<file path="config.mk">
export PLATFORM = sky130hd
export DESIGN_NAME = demux4_stream_flat
export DESIGN_NICKNAME = d
export VERILOG_FILES = /design/src/rtl/demux4_stream_pkg.sv /design/src/rtl/demux4_stream_if.sv /design/src/rtl/demux4_stream_slot.sv /design/src/rtl/demux4_stream.sv /design/src/flat_wrapper.sv
export SDC_FILE = /design/constraint.sdc
export NUM_CORES = 1
export LEC_CHECK = 0
export ABC_AREA = 0
export ABC_CLOCK_PERIOD_IN_PS = 2300
export BUFFER_PORTS_ARGS = -buffer_cell sky130_fd_sc_hd__clkbuf_2
export CAP_MARGIN = 20
export CORE_MARGIN = 8
export CORE_UTILIZATION = 50
export CTS_CLUSTER_DIAMETER = 60
export CTS_CLUSTER_SIZE = 16
export DETAILED_ROUTE_END_ITERATION = 8
export HOLD_SLACK_MARGIN = 0.08
export PLACE_DENSITY = 0.83
export SLEW_MARGIN = 20
export SYNTH_ARGS = -nofsm -noshare
export SYNTH_HDL_FRONTEND = slang
export SYNTH_SLANG_ARGS = --single-unit
</file>
<file path="constraint.sdc">
create_clock -name clock -period 2.3 [get_ports clock]
set_input_delay 0.46 -clock clock [delete_from_list [all_inputs] [get_ports clock]]
set_output_delay 0.46 -clock clock [all_outputs]
set_load 0.02 [all_outputs]
</file>
<file path="src/rtl/demux4_stream_pkg.sv">
`default_nettype none
// ============================================================================
//  Module   : demux4_pkg
//  Purpose  : Shared constants and types for the demux4_stream block.
//  Config   : DEMUX4_RR_EN (consumed by the top level only)
//  Revision : 1.0 - initial release
// ============================================================================
package demux4_pkg;

  localparam int N_OUT = 4;  // number of output slots
  localparam int SEL_W = 2;  // destination index width

  typedef logic [SEL_W-1:0] sel_t;

endpackage : demux4_pkg
`default_nettype wire

</file>
<file path="src/rtl/demux4_stream_if.sv">
`default_nettype none
// ============================================================================
//  Module   : demux4_stream_if
//  Purpose  : Producer-side and consumer-side handshake bundle of the
//             4-way stream demultiplexer. Output lanes are packed arrays
//             indexed by slot number.
//  Config   : DEMUX4_RR_EN (io_selector is ignored when defined)
//  Revision : 1.0 - initial release
// ============================================================================
interface demux4_stream_if #(
  parameter int WIDTH = 8
);
  import demux4_pkg::*;

  // producer side
  sel_t                         io_selector;
  logic                         io_in_valid;
  logic                         io_in_ready;
  logic [WIDTH-1:0]             io_in_bits;

  // consumer side, one lane per slot
  logic [N_OUT-1:0]             io_out_valid;
  logic [N_OUT-1:0]             io_out_ready;
  logic [N_OUT-1:0][WIDTH-1:0]  io_out_bits;

  // environment view: drives beats in, takes beats out
  modport master (
    output io_selector, io_in_valid, io_in_bits, io_out_ready,
    input  io_in_ready, io_out_valid, io_out_bits
  );

  // demultiplexer view
  modport slave (
    input  io_selector, io_in_valid, io_in_bits, io_out_ready,
    output io_in_ready, io_out_valid, io_out_bits
  );

endinterface : demux4_stream_if
`default_nettype wire

</file>
<file path="src/rtl/demux4_stream_slot.sv">
`default_nettype none
// ============================================================================
//  Module   : demux_slot
//  Purpose  : One-entry output buffer. Loads a beat when load_i is high,
//             presents it until the consumer takes it. A load in the same
//             cycle as a drain replaces the data without a bubble.
//  Config   : none
//  Revision : 1.0 - initial release
// ============================================================================
module demux_slot #(
  parameter int WIDTH = 8
) (
  input  logic             clock,
  input  logic             reset,
  input  logic             load_i,
  input  logic [WIDTH-1:0] data_i,
  input  logic             out_ready_i,
  output logic             out_valid_o,
  output logic [WIDTH-1:0] data_o,
  output logic             full_o
);

  logic             full_q, full_d;
  logic [WIDTH-1:0] data_q, data_d;

  // next state: load wins over drain so flow-through keeps the slot full
  always_comb begin
    full_d = full_q;
    data_d = data_q;
    if (load_i) begin
      full_d = 1'b1;
      data_d = data_i;
    end else if (full_q && out_ready_i) begin
      full_d = 1'b0;
    end
  end

  // slot state register with synchronous clear
  always_ff @(posedge clock) begin
    if (reset) begin
      full_q <= 1'b0;
      data_q <= '0;
    end else begin
      full_q <= full_d;
      data_q <= data_d;
    end
  end

  assign out_valid_o = full_q;
  assign data_o      = data_q;
  assign full_o      = full_q;

endmodule : demux_slot
`default_nettype wire

</file>
<file path="src/rtl/demux4_stream.sv">
`default_nettype none
// ============================================================================
//  Module   : demux4_stream
//  Purpose  : 1-to-4 stream demultiplexer. Each input beat is steered to one
//             of four one-entry output slots; a full, stalled slot only
//             blocks beats aimed at it. Counts accepted beats.
//  Config   : DEMUX4_RR_EN - destination comes from an internal round-robin
//             pointer advanced per accepted beat; io_selector is ignored.
//  Revision : 1.0 - initial release
// ============================================================================
module demux4_stream
  import demux4_pkg::*;
#(
  parameter int WIDTH = 8,
  parameter int CNT_W = 16
) (
  input  logic              clock,
  input  logic              reset,
  demux4_stream_if.slave    io,
  output logic [CNT_W-1:0]  io_count
);

  sel_t             dest;
  logic             accept;
  logic [N_OUT-1:0] slot_load;
  logic [N_OUT-1:0] slot_full;
  logic [CNT_W-1:0] count_q, count_d;

`ifdef DEMUX4_RR_EN
  sel_t rr_q, rr_d;
  logic unused_selector;

  assign unused_selector = ^io.io_selector;
  assign dest            = rr_q;

  // pointer advances only on an accepted beat, wrapping 3 -> 0
  always_comb begin
    rr_d = rr_q;
    if (accept) rr_d = rr_q + sel_t'(1);
  end

  // round-robin pointer register
  always_ff @(posedge clock) begin
    if (reset) rr_q <= '0;
    else       rr_q <= rr_d;
  end
`else
  assign dest = io.io_selector;
`endif

  // ready depends only on the target slot, never on io_in_valid
  assign io.io_in_ready = !reset && (!slot_full[dest] || io.io_out_ready[dest]);
  assign accept         = io.io_in_valid && io.io_in_ready;

  // one-hot load for the addressed slot
  always_comb begin
    slot_load = '0;
    slot_load[dest] = accept;
  end

  for (genvar n = 0; n < N_OUT; n++) begin : g_slot
    demux_slot #(.WIDTH(WIDTH)) u_slot (
      .clock       (clock),
      .reset       (reset),
      .load_i      (slot_load[n]),
      .data_i      (io.io_in_bits),
      .out_ready_i (io.io_out_ready[n]),
      .out_valid_o (io.io_out_valid[n]),
      .data_o      (io.io_out_bits[n]),
      .full_o      (slot_full[n])
    );
  end

  // accepted-beat counter, wraps naturally
  always_comb begin
    count_d = count_q;
    if (accept) count_d = count_q + CNT_W'(1);
  end

  // counter register
  always_ff @(posedge clock) begin
    if (reset) count_q <= '0;
    else       count_q <= count_d;
  end

  assign io_count = count_q;

endmodule : demux4_stream
`default_nettype wire

</file>
<file path="src/flat_wrapper.sv">
// flat-port wrapper written by rule: the top's interface ports become plain ports
module demux4_stream_flat import demux4_pkg::*;
#(
  parameter int WIDTH = 8,
  parameter int CNT_W = 16
)
  (clock, reset, io_count, io_io_selector, io_io_in_valid, io_io_in_bits, io_io_out_ready, io_io_in_ready, io_io_out_valid, io_io_out_bits);
  demux4_stream_if #(.WIDTH(WIDTH)) io_i ();
  input  logic clock;
  input  logic reset;
  output logic [CNT_W-1:0] io_count;
  input wire logic [$bits(io_i.io_selector)-1:0] io_io_selector;
  input wire logic [$bits(io_i.io_in_valid)-1:0] io_io_in_valid;
  input wire logic [$bits(io_i.io_in_bits)-1:0] io_io_in_bits;
  input wire logic [$bits(io_i.io_out_ready)-1:0] io_io_out_ready;
  output wire logic [$bits(io_i.io_in_ready)-1:0] io_io_in_ready;
  output wire logic [$bits(io_i.io_out_valid)-1:0] io_io_out_valid;
  output wire logic [$bits(io_i.io_out_bits)-1:0] io_io_out_bits;
  assign io_i.io_selector = io_io_selector;
  assign io_i.io_in_valid = io_io_in_valid;
  assign io_i.io_in_bits = io_io_in_bits;
  assign io_i.io_out_ready = io_io_out_ready;
  assign io_io_in_ready = io_i.io_in_ready;
  assign io_io_out_valid = io_i.io_out_valid;
  assign io_io_out_bits = io_i.io_out_bits;
  demux4_stream #(.WIDTH(WIDTH), .CNT_W(CNT_W)) u_core (.clock(clock), .reset(reset), .io(io_i), .io_count(io_count));
endmodule
</file>
==> impl_metrics.toml <==
[sta]
finalHoldViolCount = 0
rsz0062_at_grt = "no"
finalMaxSlewViolations = 0
setup_violations = 0
fin_skew_ns = 0.0115
fmax_mhz = 458
fin_crit_sh_pct = 95.0
worst_pin_slew_ns = 0.423
max_slew_margin_pct = 71.8
post-route-min-period_ns = 2.18
timing.setup.tns_ns = 0

[critical_path]
crit_slowest_cell = "mux4_2"
path_depth = 4
timing.rr.start = "u_core.g_slot[0].u_slot.full_o"
path_cells = "nor2b_4 > mux4_2 > nor2_1 > clkbuf_2"
worstPathArrival_ns = 1.72
crit_buf_inv = 1
reg2reg_to = "u_core.io_count[2]"
r2r_slack_ns = 0.36
worstPathMaxFanout = 17
startpoint_type = "flop"
worst-setup-path-type = "reg -> out"
crit_family = "multiplexers"
reg2reg_depth = 5
cp-end-kind = "output pin"
required_ns = 1.84
max_stage_delay_ns = 0.61

[floorplanning]
dieWidth_um = 81.6
die_y_um = 81.6
ios = 70
initial_core_util_pct = 50.5
dieArea_um2 = 6670
fp.coreArea_um2 = 4260
std_cell_rows = 24

[placed_design]
port_buffers = 69
dpl.hpwl_mm = 3.82
place_inst = 331
gp_congestion = 0.795

[synth]
avgSynthCellArea_um2 = 9.84
synth_cells = 219
synth-warning-count = 0
ys_types = 30
synth-seq-cells = 52
synth_area_um2 = 2150
yosysSeqAreaShare_pct = 48.3
synthesis.nets = 237

[power_and_ir_drop]
vdd_drop_max_v = 0.000461
power_mw = 1.59
powerDensity_nw_per_um2 = 603
leakagePower_nw = 1.19

[drt]
wl_per_cell_um = 15.4
dr_wl_met2_mm = 2.43
firstDrtPassIters = 4
wl_mm = 5.21
wl_met1_mm = 2.21
num_vias = 1885
antenna_left = 0
post_drt_via_cell_ratio = 5.56
drt_iter0_drc = 161
routed.top_layer = "met4"
drcViolationCount = 0
dr_wl_met3_um = 484

[worst_hold_path]
min_path_cells = 3
hold_end = "u_core.g_slot[3].u_slot.data_o[6]"
min_from = "io_io_in_bits[6]"
hp-class = "in -> reg"

[cts]
cts_sinks = 52
postCtsResizedCells = 0
cts.clk_slew.worst_paths_ns = 0.10
hold_buffers = 0
root_buffer = "clkbuf_8"
cts_setup_buffers = 0
cts_tree = "yes"
h-tree-depth = 2
cts_buffers = 5
clockBufferDepth = 2
clk_latency_ns = 0.31

[global_routing]
overflow = 0
grt_max_degree = 44
grt_first_pass_wirelength_mm = 8.32
grt_usage_pct = 16.0
grt_pass1_vias = 1767
antenna_found_initial = 0

[outcome]
status = "complete, no violations"

[final_layout]
area_growth_pct = 22.5
final_nets = 304
fillCellCount = 368
drive_above_1_share_pct = 32.4
mostFrequentLayoutCell = "clkbuf_2"
antenna_cells = 0
fin_cells = 339
final_cell_mix = "clkbuf_2, dfxtp_1, nor2_1"

[run]
drv_cap = 0
power breakdown:
part | total, mW | internal, mW | switching [mW]
combinational | 0.139 | 0.0519 | 0.0869
clock | 0.527 | 0.217 | 0.310
sequential | 0.927 | 0.916 | 0.0110
total | 1.59 | 1.19 | 0.408
worst max path at each step:
| stage | to | slack (ns) | startpoint |
|---|---|---|---|
| after CTS | io_io_in_ready | 0.1 | u_core.g_slot[0].u_slot.full_o |
| final | io_io_in_ready | 0.12 | u_core.g_slot[0].u_slot.full_o |
| after floorplan | io_io_in_ready | 0.25 | io_io_out_ready[3] |
| after global routing | io_io_in_ready | 0.002 | u_core.g_slot[2].u_slot.full_o |
| after detailed placement | u_core.io_count[2] | 0.13 | io_io_selector[1] |
| after global placement | u_core.io_count[12] | 0.21 | io_io_selector[1] |
worst min-delay path, stage by stage:
cell      delay [ns]
clkbuf_2        0.11
mux2i_1         0.07
nor2_1          0.07
synthesized netlist by cell type:
cell | n | area [um2]
or4_1 | 4 | 30.0
nor4b_1 | 1 | 8.76
nand4b_1 | 1 | 8.76
ha_1 | 1 | 12.5
nand4_1 | 6 | 37.5
o311ai_0 | 6 | 52.6
buf_4 | 4 | 30.0
o31ai_1 | 4 | 30.0
o41ai_1 | 6 | 52.6
inv_1 | 2 | 7.51
nand2_1 | 6 | 22.5
or2b_1 | 1 | 7.51
and3_1 | 1 | 6.26
buf_6 | 1 | 11.3
nor2b_1 | 6 | 37.5
nor2_1 | 40 | 150
and4_1 | 3 | 26.3
o21ai_0 | 3 | 15.0
nor4_1 | 3 | 18.8
clkbuf_1 | 10 | 37.5
nand3_1 | 3 | 15.0
nor2b_4 | 2 | 27.5
mux2i_1 | 32 | 320
mux4_2 | 1 | 22.5
dfxtp_1 | 52 | 1040
a21oi_1 | 9 | 45.0
or3_1 | 3 | 18.8
mux2_2 | 3 | 33.8
buf_2 | 3 | 15.0
nand2b_1 | 2 | 12.5
final cells by class:
class	instances	area [um2]	area share, %
Sequential cell	52	1040	39.4
Clock buffer	6	72.6	2.75
Inverter	2	7.51	0.284
Clock inverter	2	16.3	0.616
Timing Repair Buffer	78	413	15.6
Tap cell	52	65.1	2.46
Multi-Input combinational cell	147	1020	38.8
sequential cells by signal, indices dropped and copies added, names as in the netlist:
signal,flops
u_core.io_count,16
u_core.g_slot.u_slot.full_o,4
u_core.g_slot.u_slot.data_o,32
through the flow:
stage	hold WS [ns]	instance area [um2]	utilization, %	setup slack [ns]
global placement	0.473	2550	59.8	0.205
finish	0.430	2640	61.9	0.115
detailed placement	0.487	2550	59.8	0.128
floorplan	0.479	2150	-	0.248
global route	0.414	2640	61.9	0.00161
CTS	0.428	2640	61.9	0.0997
logic make-up (layout without fill, tap and decap cells):
kind of cell    Yosys count  after routing  share of synthesized area, %
fa+ha+maj                 1              1                         0.581
mux                      36             36                          17.5
compound gates           28             28                          9.06
simple gates             82             82                          19.9
flops                    52             52                          48.3
buf+inv                  20             88                          4.70
per-layer routing:
layer  up-vias  GRT usage, %
met3         7          7.99
met1       904          19.1
met5         -             0
li1        918             -
met4         0          5.79
met2        56          24.3
Power figures use the tool's default switching activity.
